<file path="config.mk">
export PLATFORM = sky130hd
export DESIGN_NAME = draw_channel_bars_flat
export DESIGN_NICKNAME = d
export VERILOG_FILES = /design/src/rtl/draw_channel_bars_if.sv /design/src/rtl/draw_channel_bars.sv /design/src/flat_wrapper.sv
export SDC_FILE = /design/constraint.sdc
export NUM_CORES = 1
export LEC_CHECK = 0
export ABC_CLOCK_PERIOD_IN_PS = 4200
export BUFFER_PORTS_ARGS = -buffer_cell sky130_fd_sc_hd__buf_2
export CAP_MARGIN = 20
export CORE_MARGIN = 8
export CORE_UTILIZATION = 61
export DETAILED_ROUTE_END_ITERATION = 16
export PLACE_DENSITY = 0.8
export SYNTH_ARGS = -nofsm -noshare
export SYNTH_HDL_FRONTEND = slang
export SYNTH_SLANG_ARGS = --single-unit
</file>
<file path="constraint.sdc">
create_clock -name pclk -period 4.2 [get_ports pclk]
set_input_delay 0.42 -clock pclk [delete_from_list [all_inputs] [get_ports pclk]]
set_output_delay 0.42 -clock pclk [all_outputs]
set_load 0.01 [all_outputs]
</file>
<file path="src/rtl/draw_channel_bars_if.sv">
// rtl/draw_channel_bars_if.sv - registered VGA timing bus (counters, syncs, blanks, rgb)
interface draw_channel_bars_if;
    logic [11:0] vcount;
    logic [11:0] hcount;
    logic        vsync;
    logic        vblnk;
    logic        hsync;
    logic        hblnk;
    logic [11:0] rgb;

    modport master (output vcount, hcount, vsync, vblnk, hsync, hblnk, rgb);
    modport slave  (input  vcount, hcount, vsync, vblnk, hsync, hblnk, rgb);
endinterface

</file>
<file path="src/rtl/draw_channel_bars.sv">
// rtl/draw_channel_bars.sv - two-stage overlay drawing CHANNELS vertical bars on the timing bus
// Bar heights are double-buffered: shadow bank written any time, active bank refreshed at vblank start.
module draw_channel_bars #(
    parameter int unsigned CHANNELS   = 13,
    parameter int unsigned BAR_X0     = 64,
    parameter int unsigned BAR_W      = 40,
    parameter int unsigned BAR_GAP    = 16,
    parameter int unsigned BAR_BASE_Y = 700,
    parameter int unsigned VAL_SHIFT  = 3,
    parameter logic [11:0] BAR_COLOR  = 12'h0F0
) (
    input  logic                pclk,
    input  logic                rst,
    draw_channel_bars_if.slave  vid_i,
    draw_channel_bars_if.master vid_o,
    input  logic                wr_valid_i,
    output logic                wr_ready_o,
    input  logic [3:0]          wr_ch_i,
    input  logic [11:0]         wr_data_i
);
    localparam int unsigned PITCH = BAR_W + BAR_GAP;

    typedef enum logic {IDLE, COPY} state_t;

    state_t      state_q, state_d;
    logic [3:0]  idx_q, idx_d;
    logic        wr_ready_q, ready_d;
    logic        vblnk_prev_q;
    logic        copy_en;
    logic [11:0] shadow_q [CHANNELS];
    logic [11:0] active_q [CHANNELS];

    logic        trk_act_q, trk_act_d;
    logic [3:0]  trk_ch_q, trk_ch_d;
    logic [11:0] trk_pos_q, trk_pos_d;
    logic        in_bar_q;
    logic [3:0]  bar_ch_q;

    logic [11:0] vcount_d1_q, hcount_d1_q, rgb_d1_q;
    logic        vsync_d1_q, vblnk_d1_q, hsync_d1_q, hblnk_d1_q;
    logic [11:0] out_vcount_q, out_hcount_q, out_rgb_q;
    logic        out_vsync_q, out_vblnk_q, out_hsync_q, out_hblnk_q;

    logic [11:0] h_px;
    logic [12:0] bar_top;
    logic        draw;

    // Column tracker walks the bar pitch with a counter so no divider is needed per pixel.
    always_comb begin
        trk_act_d = trk_act_q;
        trk_ch_d  = trk_ch_q;
        trk_pos_d = trk_pos_q;
        if (vid_i.hcount == 12'(BAR_X0)) begin
            trk_act_d = 1'b1;
            trk_ch_d  = '0;
            trk_pos_d = '0;
        end else if (trk_act_q) begin
            if (trk_pos_q == 12'(PITCH - 1)) begin
                trk_pos_d = '0;
                if (trk_ch_q == 4'(CHANNELS - 1)) trk_act_d = 1'b0;
                else                              trk_ch_d  = trk_ch_q + 4'd1;
            end else begin
                trk_pos_d = trk_pos_q + 12'd1;
            end
        end
    end

    always_ff @(posedge pclk) begin
        if (rst) begin
            trk_act_q   <= 1'b0;
            trk_ch_q    <= '0;
            trk_pos_q   <= '0;
            in_bar_q    <= 1'b0;
            bar_ch_q    <= '0;
            vcount_d1_q <= '0;
            hcount_d1_q <= '0;
            rgb_d1_q    <= '0;
            vsync_d1_q  <= 1'b0;
            vblnk_d1_q  <= 1'b0;
            hsync_d1_q  <= 1'b0;
            hblnk_d1_q  <= 1'b0;
        end else begin
            trk_act_q   <= trk_act_d;
            trk_ch_q    <= trk_ch_d;
            trk_pos_q   <= trk_pos_d;
            in_bar_q    <= trk_act_d && (trk_pos_d < 12'(BAR_W));
            bar_ch_q    <= trk_ch_d;
            vcount_d1_q <= vid_i.vcount;
            hcount_d1_q <= vid_i.hcount;
            rgb_d1_q    <= vid_i.rgb;
            vsync_d1_q  <= vid_i.vsync;
            vblnk_d1_q  <= vid_i.vblnk;
            hsync_d1_q  <= vid_i.hsync;
            hblnk_d1_q  <= vid_i.hblnk;
        end
    end

    // Signed 13-bit top row so tall bars (h > BAR_BASE_Y) cannot wrap around.
    always_comb begin
        h_px    = 12'(active_q[bar_ch_q] >> VAL_SHIFT);
        bar_top = 13'(BAR_BASE_Y) - {1'b0, h_px};
        draw    = in_bar_q && (vcount_d1_q <= 12'(BAR_BASE_Y))
                  && ($signed({1'b0, vcount_d1_q}) > $signed(bar_top));
    end

    always_ff @(posedge pclk) begin
        if (rst) begin
            out_vcount_q <= '0;
            out_hcount_q <= '0;
            out_rgb_q    <= '0;
            out_vsync_q  <= 1'b0;
            out_vblnk_q  <= 1'b0;
            out_hsync_q  <= 1'b0;
            out_hblnk_q  <= 1'b0;
        end else begin
            out_vcount_q <= vcount_d1_q;
            out_hcount_q <= hcount_d1_q;
            out_rgb_q    <= (draw && !hblnk_d1_q && !vblnk_d1_q) ? BAR_COLOR : rgb_d1_q;
            out_vsync_q  <= vsync_d1_q;
            out_vblnk_q  <= vblnk_d1_q;
            out_hsync_q  <= hsync_d1_q;
            out_hblnk_q  <= hblnk_d1_q;
        end
    end

    assign vid_o.vcount = out_vcount_q;
    assign vid_o.hcount = out_hcount_q;
    assign vid_o.rgb    = out_rgb_q;
    assign vid_o.vsync  = out_vsync_q;
    assign vid_o.vblnk  = out_vblnk_q;
    assign vid_o.hsync  = out_hsync_q;
    assign vid_o.hblnk  = out_hblnk_q;
    assign wr_ready_o   = wr_ready_q;

    always_comb begin
        state_d = state_q;
        idx_d   = idx_q;
        copy_en = 1'b0;
        case (state_q)
            IDLE: begin
                if (vid_i.vblnk && !vblnk_prev_q) begin
                    state_d = COPY;
                    idx_d   = '0;
                end
            end
            COPY: begin
                copy_en = 1'b1;
                idx_d   = idx_q + 4'd1;
                if (idx_q == 4'(CHANNELS - 1)) state_d = IDLE;
            end
            default: state_d = IDLE;
        endcase
        ready_d = (state_d == IDLE);
    end

    // vblnk_prev resets high so a vblank already in progress at reset release is not a new frame.
    always_ff @(posedge pclk) begin
        if (rst) begin
            state_q      <= IDLE;
            idx_q        <= '0;
            wr_ready_q   <= 1'b0;
            vblnk_prev_q <= 1'b1;
        end else begin
            state_q      <= state_d;
            idx_q        <= idx_d;
            wr_ready_q   <= ready_d;
            vblnk_prev_q <= vid_i.vblnk;
        end
    end

    always_ff @(posedge pclk) begin
        if (rst) begin
            for (int i = 0; i < CHANNELS; i++) begin
                shadow_q[i] <= '0;
                active_q[i] <= '0;
            end
        end else begin
            if (wr_valid_i && wr_ready_q && ({1'b0, wr_ch_i} < 5'(CHANNELS)))
                shadow_q[wr_ch_i] <= wr_data_i;
            if (copy_en)
                active_q[idx_q] <= shadow_q[idx_q];
        end
    end
endmodule
</file>
<file path="src/flat_wrapper.sv">
// flat-port wrapper written by rule: the top's interface ports become plain ports
module draw_channel_bars_flat 
#(
    parameter int unsigned CHANNELS   = 13,
    parameter int unsigned BAR_X0     = 64,
    parameter int unsigned BAR_W      = 40,
    parameter int unsigned BAR_GAP    = 16,
    parameter int unsigned BAR_BASE_Y = 700,
    parameter int unsigned VAL_SHIFT  = 3,
    parameter logic [11:0] BAR_COLOR  = 12'h0F0
)
  (pclk, rst, wr_valid_i, wr_ready_o, wr_ch_i, wr_data_i, vid_i_vcount, vid_i_hcount, vid_i_vsync, vid_i_vblnk, vid_i_hsync, vid_i_hblnk, vid_i_rgb, vid_o_vcount, vid_o_hcount, vid_o_vsync, vid_o_vblnk, vid_o_hsync, vid_o_hblnk, vid_o_rgb);
  draw_channel_bars_if vid_i_i ();
  draw_channel_bars_if vid_o_i ();
  input  logic pclk;
  input  logic rst;
  input  logic wr_valid_i;
  output logic wr_ready_o;
  input  logic [3:0] wr_ch_i;
  input  logic [11:0] wr_data_i;
  input wire logic [$bits(vid_i_i.vcount)-1:0] vid_i_vcount;
  input wire logic [$bits(vid_i_i.hcount)-1:0] vid_i_hcount;
  input wire logic [$bits(vid_i_i.vsync)-1:0] vid_i_vsync;
  input wire logic [$bits(vid_i_i.vblnk)-1:0] vid_i_vblnk;
  input wire logic [$bits(vid_i_i.hsync)-1:0] vid_i_hsync;
  input wire logic [$bits(vid_i_i.hblnk)-1:0] vid_i_hblnk;
  input wire logic [$bits(vid_i_i.rgb)-1:0] vid_i_rgb;
  output wire logic [$bits(vid_o_i.vcount)-1:0] vid_o_vcount;
  output wire logic [$bits(vid_o_i.hcount)-1:0] vid_o_hcount;
  output wire logic [$bits(vid_o_i.vsync)-1:0] vid_o_vsync;
  output wire logic [$bits(vid_o_i.vblnk)-1:0] vid_o_vblnk;
  output wire logic [$bits(vid_o_i.hsync)-1:0] vid_o_hsync;
  output wire logic [$bits(vid_o_i.hblnk)-1:0] vid_o_hblnk;
  output wire logic [$bits(vid_o_i.rgb)-1:0] vid_o_rgb;
  assign vid_i_i.vcount = vid_i_vcount;
  assign vid_i_i.hcount = vid_i_hcount;
  assign vid_i_i.vsync = vid_i_vsync;
  assign vid_i_i.vblnk = vid_i_vblnk;
  assign vid_i_i.hsync = vid_i_hsync;
  assign vid_i_i.hblnk = vid_i_hblnk;
  assign vid_i_i.rgb = vid_i_rgb;
  assign vid_o_vcount = vid_o_i.vcount;
  assign vid_o_hcount = vid_o_i.hcount;
  assign vid_o_vsync = vid_o_i.vsync;
  assign vid_o_vblnk = vid_o_i.vblnk;
  assign vid_o_hsync = vid_o_i.hsync;
  assign vid_o_hblnk = vid_o_i.hblnk;
  assign vid_o_rgb = vid_o_i.rgb;
  draw_channel_bars #(.CHANNELS(CHANNELS), .BAR_X0(BAR_X0), .BAR_W(BAR_W), .BAR_GAP(BAR_GAP), .BAR_BASE_Y(BAR_BASE_Y), .VAL_SHIFT(VAL_SHIFT), .BAR_COLOR(BAR_COLOR)) u_core (.pclk(pclk), .rst(rst), .vid_i(vid_i_i), .vid_o(vid_o_i), .wr_valid_i(wr_valid_i), .wr_ready_o(wr_ready_o), .wr_ch_i(wr_ch_i), .wr_data_i(wr_data_i));
endmodule
</file>
**Yosys cells after proc, flatten, opt, wreduce, memory -nomap -nowiden**

Memories as Yosys holds them, arrays and structs flattened. A register that Yosys moved wholly into a read port is not among the register bits.
Index checks and enable logic that the tools add are counted.

- Eq/ne operators: 5
- Mux-type cells: 32
- Bitwise operators: 3
- Reductions and logical operators: 16
- $add $sub $neg: 4
- $lt $le $gt $ge: 4

Operator list:

| cell | number |
|---|---|
| $mux W12 | 5 |
| $mux W4 | 7 |
| $reduce_or A12 Y1 | 2 |
| $mux W1 | 17 |
| $gt A13 B13 Y1 | 1 |
| $add A12 B1 Y12 const B | 1 |
| $eq A12 B6 Y1 const B | 1 |
| $eq A12 B7 Y1 const B | 1 |
| $le A12 B10 Y1 const B | 1 |
| $lt A12 B6 Y1 const B | 1 |
| $sub A10 B9 Y11 const A | 1 |
| $add A4 B1 Y4 const B | 2 |
| $eq A4 B4 Y1 const B | 2 |
| $logic_and A1 B1 Y1 | 8 |
| $mux W8 | 1 |
| $pmux W4 S2 | 1 |
| $lt A4 B4 Y1 const B | 1 |
| $reduce_or A2 Y1 | 2 |
| $logic_not A1 Y1 | 3 |
| $not A1 Y1 | 3 |
| $reduce_and A3 Y1 | 1 |
| $ne A2 B1 Y1 const B | 1 |
| $pmux W1 S2 | 1 |

- Output and inout bits: 41
- Input port bits: 59
- Memories: 2
- Memory bits (writable): 312
- Flip-flop bits (word level): 105
- Word-level logic and storage cells: 89

Memory list:

| name | words | width | rd ports | clocked after Yosys merged registers in | wr ports | RTL line | source |
|---|---|---|---|---|---|---|---|
| u_core.active_q | 13 | 12 | 1 | 1 | 13 | draw_channel_bars.sv:31 | `logic [11:0] active_q [CHANNELS];` |
| u_core.shadow_q | 13 | 12 | 1 | 1 | 13 | draw_channel_bars.sv:30 | `logic [11:0] shadow_q [CHANNELS];` |

**Logic depth before layout (Yosys ltp)**

Gate-level depths: netlist of run 1.

- Word-level depth: 7
- Depth in mapped cells: 16
- Depth with buffers taken out: 13

**Worst setup path before layout of run 1**

No wires, ideal clock.

- Path type: flip-flop to flip-flop
- Start: register (tool-made name)
- End: register u_core.out_rgb_q[5], in the netlist u_core.vid_o.rgb[5]
- Data required time: 4.143 ns
- Library setup time: 0.057 ns
- Arrival: 3.294 ns
- Clock period less this slack: 3.352 ns
- Path slack: 0.848 ns
- Path buffers: 4
- Cell stages (with the launch flop): 14
- Cell sequence: dfxtp_1 -> buf_2 -> buf_2 -> clkbuf_1 -> mux4_2 -> mux4_2 -> nand2b_1 -> ha_1 -> o211ai_1 -> nor4_1 -> o311ai_0 -> a31oi_1 -> clkbuf_1 -> o21ba_2

RTL lines:

| item | RTL line | source |
|---|---|---|
| end signal: assignment | draw_channel_bars.sv:118 | `out_rgb_q <= (draw && !hblnk_d1_q && !vblnk_d1_q) ? BAR_COLOR : rgb_d1_q;` |
| end: declaration | draw_channel_bars.sv:41 | `logic [11:0] out_vcount_q, out_hcount_q, out_rgb_q;` |

==> results.py, run 1 <==
metrics = {
    "outcome": {
        "status": "finished, final reports clean",
    },
    "drt": {
        "ant_nets": 0,
        "wl_mm": 34.7,
        "route.detailed.drc": 0,
        "wl_per_cell_um": 20.7,
        "via_count": 9685,
        "drtPass1Iterations": 5,
        "drt-vias-per-instance": 5.77,
        "dr.first_iter.drc_count": 834,
    },
    "logic_synthesis": {
        "postSynth.asyncResetShare": 0,
        "seq_area_frac_synth": 0.655,
        "synth_cell_type_count": 56,
        "yosysWarnings": 0,
        "synth_area_per_cell_um2": 14.1,
        "synth_flop_cell": "edfxtp_1",
        "synthTopCellsByArea": "edfxtp_1, dfxtp_1, mux4_2",
        "yosysTopAreaCellShare": 0.519,
        "synth_edf_count": 288,
        "syn_area_um2": 16700,
        "synth-seq-cells": 401,
        "postSynthCellCount": 1182,
        "synth_area_leader_cell": "edfxtp_1",
    },
    "clock_network": {
        "root_buffer": "clkbuf_16",
        "clock_path_buffers": 3,
        "clk_pin_slew_ns": 0.06,
        "cts_tree": "done",
        "ctsHtreeMaxLevel": 2,
        "clock_latency_ns": 0.53,
        "clock-sinks": 401,
        "cts_inserted_buffers": 40,
        "cts_hold_buf": 0,
        "post_cts_buffers": 0,
        "cts_resized": 0,
    },
    "floorplanning": {
        "core_area_um2": 26900,
        "fp.dieH_um": 181,
        "die_w_um": 181,
        "start_util": 0.620,
        "dieArea_um2": 32900,
        "placementRows": 60,
        "boundaryPins": 100,
    },
    "timing": {
        "clock_skew_ns": 0.0185,
        "layout_min_cycle_time_ns": 3.72,
        "relSlewSlack": 0.299,
        "period_share": 0.886,
        "max_freq_mhz": 269,
        "finalHoldViolCount": 0,
        "setup_ws_ns": 0.480,
        "tightest_slew_ns": 1.05,
        "grt_setup_unrepaired": "no",
        "timing.final.max_slew_violations": 0,
        "fin_tns_setup_ns": 0,
        "setup_violations": 0,
    },
    "pwr": {
        "power.internal_w": 0.00675,
        "power_density_nw_per_um2": 447,
        "power_switching_share": 0.202,
        "seqPwrFrac": 0.523,
        "clockPowerShare": 0.431,
        "irDropWorstVdd_uv": 354,
        "p_switching_w": 0.00170,
        "power_leakage_nw": 7.09,
        "power_frac_comb": 0.046,
    },
    "layout": {
        "layout_commonest_cell": "edfxtp_1",
        "nFillCells": 1797,
        "nets": 1385,
        "drive_gt1_frac": 0.229,
        "utilization": 0.704,
        "area_growth_pct": 13.6,
        "final_cell_mix": "edfxtp_1, nor2_1, and2_1, dfxtp_1, buf_2",
        "antenna_cells": 0,
        "fin_cells": 1678,
    },
    "placed_design": {
        "hpwl_mm": 23.1,
        "gp_congestion": 0.818,
        "preCtsSetupSlack_ns": 0.474,
        "port_buffers": 96,
        "dp.cells": 1607,
    },
    "grt": {
        "globalRouteOverflowTotal": 0,
        "antenna_found_initial": 0,
        "grt_pass1_vias": 9999,
        "grt_max_degree": 62,
        "grtUsageTotal": 0.212,
        "grt_pass1_wl_mm": 54.7,
    },
    "worst_setup_path": {
        "path_class": "reg2reg",
        "cp-start-kind": "flop",
        "critPathMaxFanout": 15,
        "critPathArrivalTime_ns": 4.09,
        "cp-end-kind": "flop",
        "cp_data_required_time_ns": 4.57,
    },
    "worst_hold_path": {
        "hold_path_class": "in2reg",
    },
    "job": {
        "maxCapViolations": 0,
    },
}
==> power by group through the flow <==
stage	Combinational [W]	Clock [W]	Sequential (W)
5_1_grt	0.000422	0.00383	0.00444
3_5_place_dp	0.000387	0	0.00451
6_report	0.000389	0.00364	0.00442
4_1_cts	0.000392	0.00368	0.00443
2_1_floorplan	0.000248	0	0.00449
3_3_place_gp	0.000377	0	0.00450
==> synth_stat cells (all sizes together), types with 4 or more instances <==
master and n:
and2 119, mux2i 13, buf 28, nor3b 8
xnor2 10, dfxtp 113, a31oi 4, nand2b 21
nor4 4, or2 16, o21ai 18, ha 18
a21oi 9, clkbuf 40, nor3 8, and3 8
mux2 10, o21a 4, nor2b 76, nor2 163
xor2 10, edfxtp 288, a22oi 10, o21ba 4
nand4 8, inv 18, nand3 25, mux4 73
nand2 37
==> layout make-up <==
cell class,instances,area [µm²],share of cell area
multi-input combinational,721,5450,0.288
sequential,401,10900,0.577
inverter,18,67.6,0.00357
clock buffer,55,1110,0.0588
timing repair buffer,126,721,0.0381
clock inverter,16,231,0.0122
tap,341,427,0.0225
==> sequential cells by signal, summed over array words and instances, names as in the netlist, named ones only <==
| signal | count |
|---|---|
| u_core.vid_o.hcount | 12 |
| u_core.vid_o.vblnk | 1 |
| u_core.shadow_q | 144 |
| u_core.hblnk_d1_q | 1 |
| u_core.state_q | 1 |
| u_core.vid_o.vsync | 1 |
| u_core.vid_o.hblnk | 1 |
| u_core.vid_o.vcount | 12 |
| u_core.vblnk_prev_q | 1 |
| u_core.vsync_d1_q | 1 |
| u_core.vid_o.rgb | 12 |
| u_core.trk_ch_q | 4 |
| u_core.trk_act_q | 1 |
| u_core.trk_pos_q | 12 |
| u_core.vid_o.hsync | 1 |
| u_core.rgb_d1_q | 12 |
| u_core.active_q | 144 |
| u_core.hsync_d1_q | 1 |
| u_core.vcount_d1_q | 12 |
| u_core.in_bar_q | 1 |
| u_core.vblnk_d1_q | 1 |
| u_core.wr_ready_o | 1 |
| u_core.hcount_d1_q | 12 |
| u_core.idx_q | 4 |
==> per-stage QoR <==
stage	hold slack, ns	power (W)	cell area (µm²)
2_1_floorplan	0.414	0.00474	16800
3_3_place_gp	0.415	0.00488	17600
3_5_place_dp	0.423	0.00490	17600
4_1_cts	0.105	0.00850	18900
5_1_grt	0.110	0.00869	18900
6_report	0.116	0.00846	18900
==> logic make-up (layout without fill, tap and decap cells) <==
group | count (synthesis) | after routing | synth area share
AND/OR/NAND/NOR | 500 | 500 | 0.158
flip-flops | 401 | 401 | 0.655
multiplexers | 96 | 96 | 0.113
buffers and inverters | 86 | 215 | 0.0237
AO/OA/AOI/OAI | 60 | 60 | 0.0261
XOR/XNOR | 20 | 20 | 0.0105
adder cells (fa/ha/maj) | 18 | 18 | 0.0135
other | 1 | 27 | 0.000225
==> layer usage <==
layer	part of all wire	routed length [µm]	GRT usage
met1	0.38	13300	0.251
met2	0.52	17900	0.377
met3	0.064	2210	0.0409
met4	0.036	1240	0.0846
met5	0	0	0
==> critical path, stage by stage (launching register included) <==
cell and delay (ns):
dfxtp_2 0.34, buf_12 0.17, buf_4 0.24, mux4_2 0.54
a22oi_1 0.29, nand2_1 0.12, and3_4 0.20, o21ai_2 0.13
nand2b_1 0.09, ha_1 0.30, o211ai_1 0.09, nor4_1 0.19
o311ai_0 0.18, a31oi_1 0.36, buf_4 0.26, nor3b_1 0.06
==> path summary, 6_finish.rpt <==
path                                             start                       to  slack (ns)  depth (start not counted)
worst max-delay path                              flop     u_core.vid_o.rgb[11]        0.48                         15
worst min-delay path                   vid_i_vcount[7]    u_core.vcount_d1_q[7]        0.12                          2
worst max register to register                    flop     u_core.vid_o.rgb[11]        0.48                         15
worst min register to register  u_core.hcount_d1_q[10]  u_core.vid_o.hcount[10]        0.44                          1
(Power assumes the default switching activity.)
==> run 2: changes to the inputs <==
- ABC_CLOCK_PERIOD_IN_PS: 4200 -> 4250
- CELL_PAD_IN_SITES_DETAIL_PLACEMENT: not set -> 2
- CELL_PAD_IN_SITES_GLOBAL_PLACEMENT: not set -> 2
- CORE_UTILIZATION: 61 -> 44
- PLACE_DENSITY: 0.8 -> not set
- PLACE_DENSITY_LB_ADDON: not set -> 0.1
- clock period: 4.2 -> 4.25 ns (I/O delays scaled with it)
==> run 2 against run 1 <==
  * Wire length grew 33%
  * Worst setup slack lost 0.085 ns
  * Non-clock buffer count grew 9
  * Clock power grew 5%
  * Largest cell class unchanged
  * Combinational power grew 5%
  * Sequential share of layout area shrank 1.2 points
  * Final cell count grew 11%
  * Via count grew 3.3%
==> results.py, run 2 (synthesis results as in run 1) <==
metrics = {
    "outcome": {
        "status": "finished, final reports clean",
    },
    "floorplanning": {
        "die_w_um": 211,
        "dieArea_um2": 44300,
        "boundaryPins": 100,
        "fp.dieH_um": 211,
        "placementRows": 71,
        "core_area_um2": 37500,
        "start_util": 0.444,
    },
    "grt": {
        "antenna_found_initial": 1,
        "globalRouteOverflowTotal": 0,
        "grt_max_degree": 54,
        "grt_pass1_wl_mm": 70.8,
        "grtUsageTotal": 0.212,
        "grt_pass1_vias": 11380,
    },
    "pwr": {
        "power_switching_share": 0.220,
        "power_leakage_nw": 7.18,
        "irDropWorstVdd_uv": 307,
        "power.internal_w": 0.00672,
        "power_frac_comb": 0.047,
        "power_density_nw_per_um2": 446,
        "clockPowerShare": 0.444,
        "seqPwrFrac": 0.509,
        "p_switching_w": 0.00189,
    },
    "clock_network": {
        "root_buffer": "clkbuf_16",
        "cts_tree": "done",
        "clock-sinks": 401,
        "clock_latency_ns": 0.58,
        "ctsHtreeMaxLevel": 2,
        "clk_pin_slew_ns": 0.06,
        "clock_path_buffers": 3,
        "cts_inserted_buffers": 45,
        "post_cts_buffers": 0,
    },
    "timing": {
        "timing.final.max_slew_violations": 0,
        "relSlewSlack": 0.284,
        "setup_ws_ns": 0.395,
        "clock_skew_ns": 0.0204,
        "finalHoldViolCount": 0,
        "fin_tns_setup_ns": 0,
        "max_freq_mhz": 259,
        "setup_violations": 0,
        "tightest_slew_ns": 1.07,
        "layout_min_cycle_time_ns": 3.86,
        "grt_setup_unrepaired": "no",
        "period_share": 0.907,
    },
    "layout": {
        "largest_registers": "u_core.active_q (144), u_core.shadow_q (144)",
        "layout_commonest_cell": "edfxtp_1",
        "area_growth_pct": 15.9,
        "antenna_cells": 0,
        "final_cell_mix": "edfxtp_1, nor2_1, and2_1, dfxtp_1, buf_2",
        "nets": 1399,
        "drive_gt1_frac": 0.239,
    },
    "worst_setup_path": {
        "critPathMaxFanout": 17,
        "cp-end-kind": "flop",
        "cp-start-kind": "flop",
        "critPathArrivalTime_ns": 4.31,
        "path_class": "reg2reg",
        "cp_data_required_time_ns": 4.71,
        "worst_r2r_path_depth": 15,
    },
    "placed_design": {
        "preCtsSetupSlack_ns": 0.302,
        "hpwl_mm": 31.8,
        "gp_congestion": 0.779,
        "port_buffers": 96,
    },
    "drt": {
        "wl_per_cell_um": 24.7,
        "drtPass1Iterations": 4,
        "dr.first_iter.drc_count": 472,
        "ant_nets": 0,
        "route.detailed.drc": 0,
        "drt-vias-per-instance": 5.35,
        "wl_mm": 46.2,
        "via_count": 10002,
    },
    "worst_hold_path": {
        "hold_path_class": "in2reg",
        "min_path_cells": 2,
    },
    "job": {
        "maxCapViolations": 0,
    },
}
[run 2: path summary, 6_finish.rpt]
kind / from / endpoint / slack, ns
setup / recovery: flop / u_core.vid_o.rgb[9] / 0.39
hold / removal: vid_i_rgb[2] / u_core.rgb_d1_q[2] / 0.07
setup reg to reg: flop / u_core.vid_o.rgb[9] / 0.39
hold reg to reg: u_core.hcount_d1_q[4] / u_core.vid_o.hcount[4] / 0.44
[run 2: final cells by class]
class	instances	area (µm²)
clock buffers	65	1290
clock inverters	18	149
fillers	3555	18200
inverters	18	67.6
multi-input cells	721	5450
flip-flops and latches	401	10900
well taps	511	639
repair buffers	135	796
[run 2: worst max-delay path, cell delays in order, from the launching register on]
cell,delay (ns)
dfxtp_2,0.52
buf_6,0.32
mux4_2,0.55
nand3_1,0.10
and3_1,0.22
ha_1,0.21
nor2_1,0.08
and3_4,0.19
o21ai_2,0.13
xor2_1,0.09
ha_1,0.30
nand4_1,0.12
o311ai_0,0.35
a31oi_1,0.08
buf_4,0.20
nor3b_1,0.27
[run 2: power by group through the flow]
stage	registers [W]	clock network [W]	logic [W]
6_report	0.00438	0.00382	0.000407
5_1_grt	0.00439	0.00404	0.000442
4_1_cts	0.00438	0.00391	0.000416
3_5_place_dp	0.00446	0	0.000410
3_3_place_gp	0.00445	0	0.000392
2_1_floorplan	0.00443	0	0.000245
[run 2: repair_timing]
item | 4_1_cts | 5_1_grt
gates resized for setup | 0 | 1
hold buffers | 0 | 0
setup endpoints to repair | 0 | 4
[run 2: stage by stage]
step	utilization	hold slack (ns)	instances	total power, W	instance area [µm²]
after floorplan	-	0.414	1208	0.00468	16800
after global placement	0.476	0.418	1784	0.00484	17800
after detailed placement	0.476	0.430	1784	0.00487	17800
after CTS	0.515	0.0480	1867	0.00871	19300
after global routing	0.515	0.0726	1869	0.00888	19300
final	0.515	0.0743	1869	0.00861	19300
[run 2: metal layers]
layer	GRT usage	share of wire
met2	0.396	0.54
met1	0.241	0.39
met3	0.0307	0.030
met4	0.0842	0.034
met5	0	0.00028
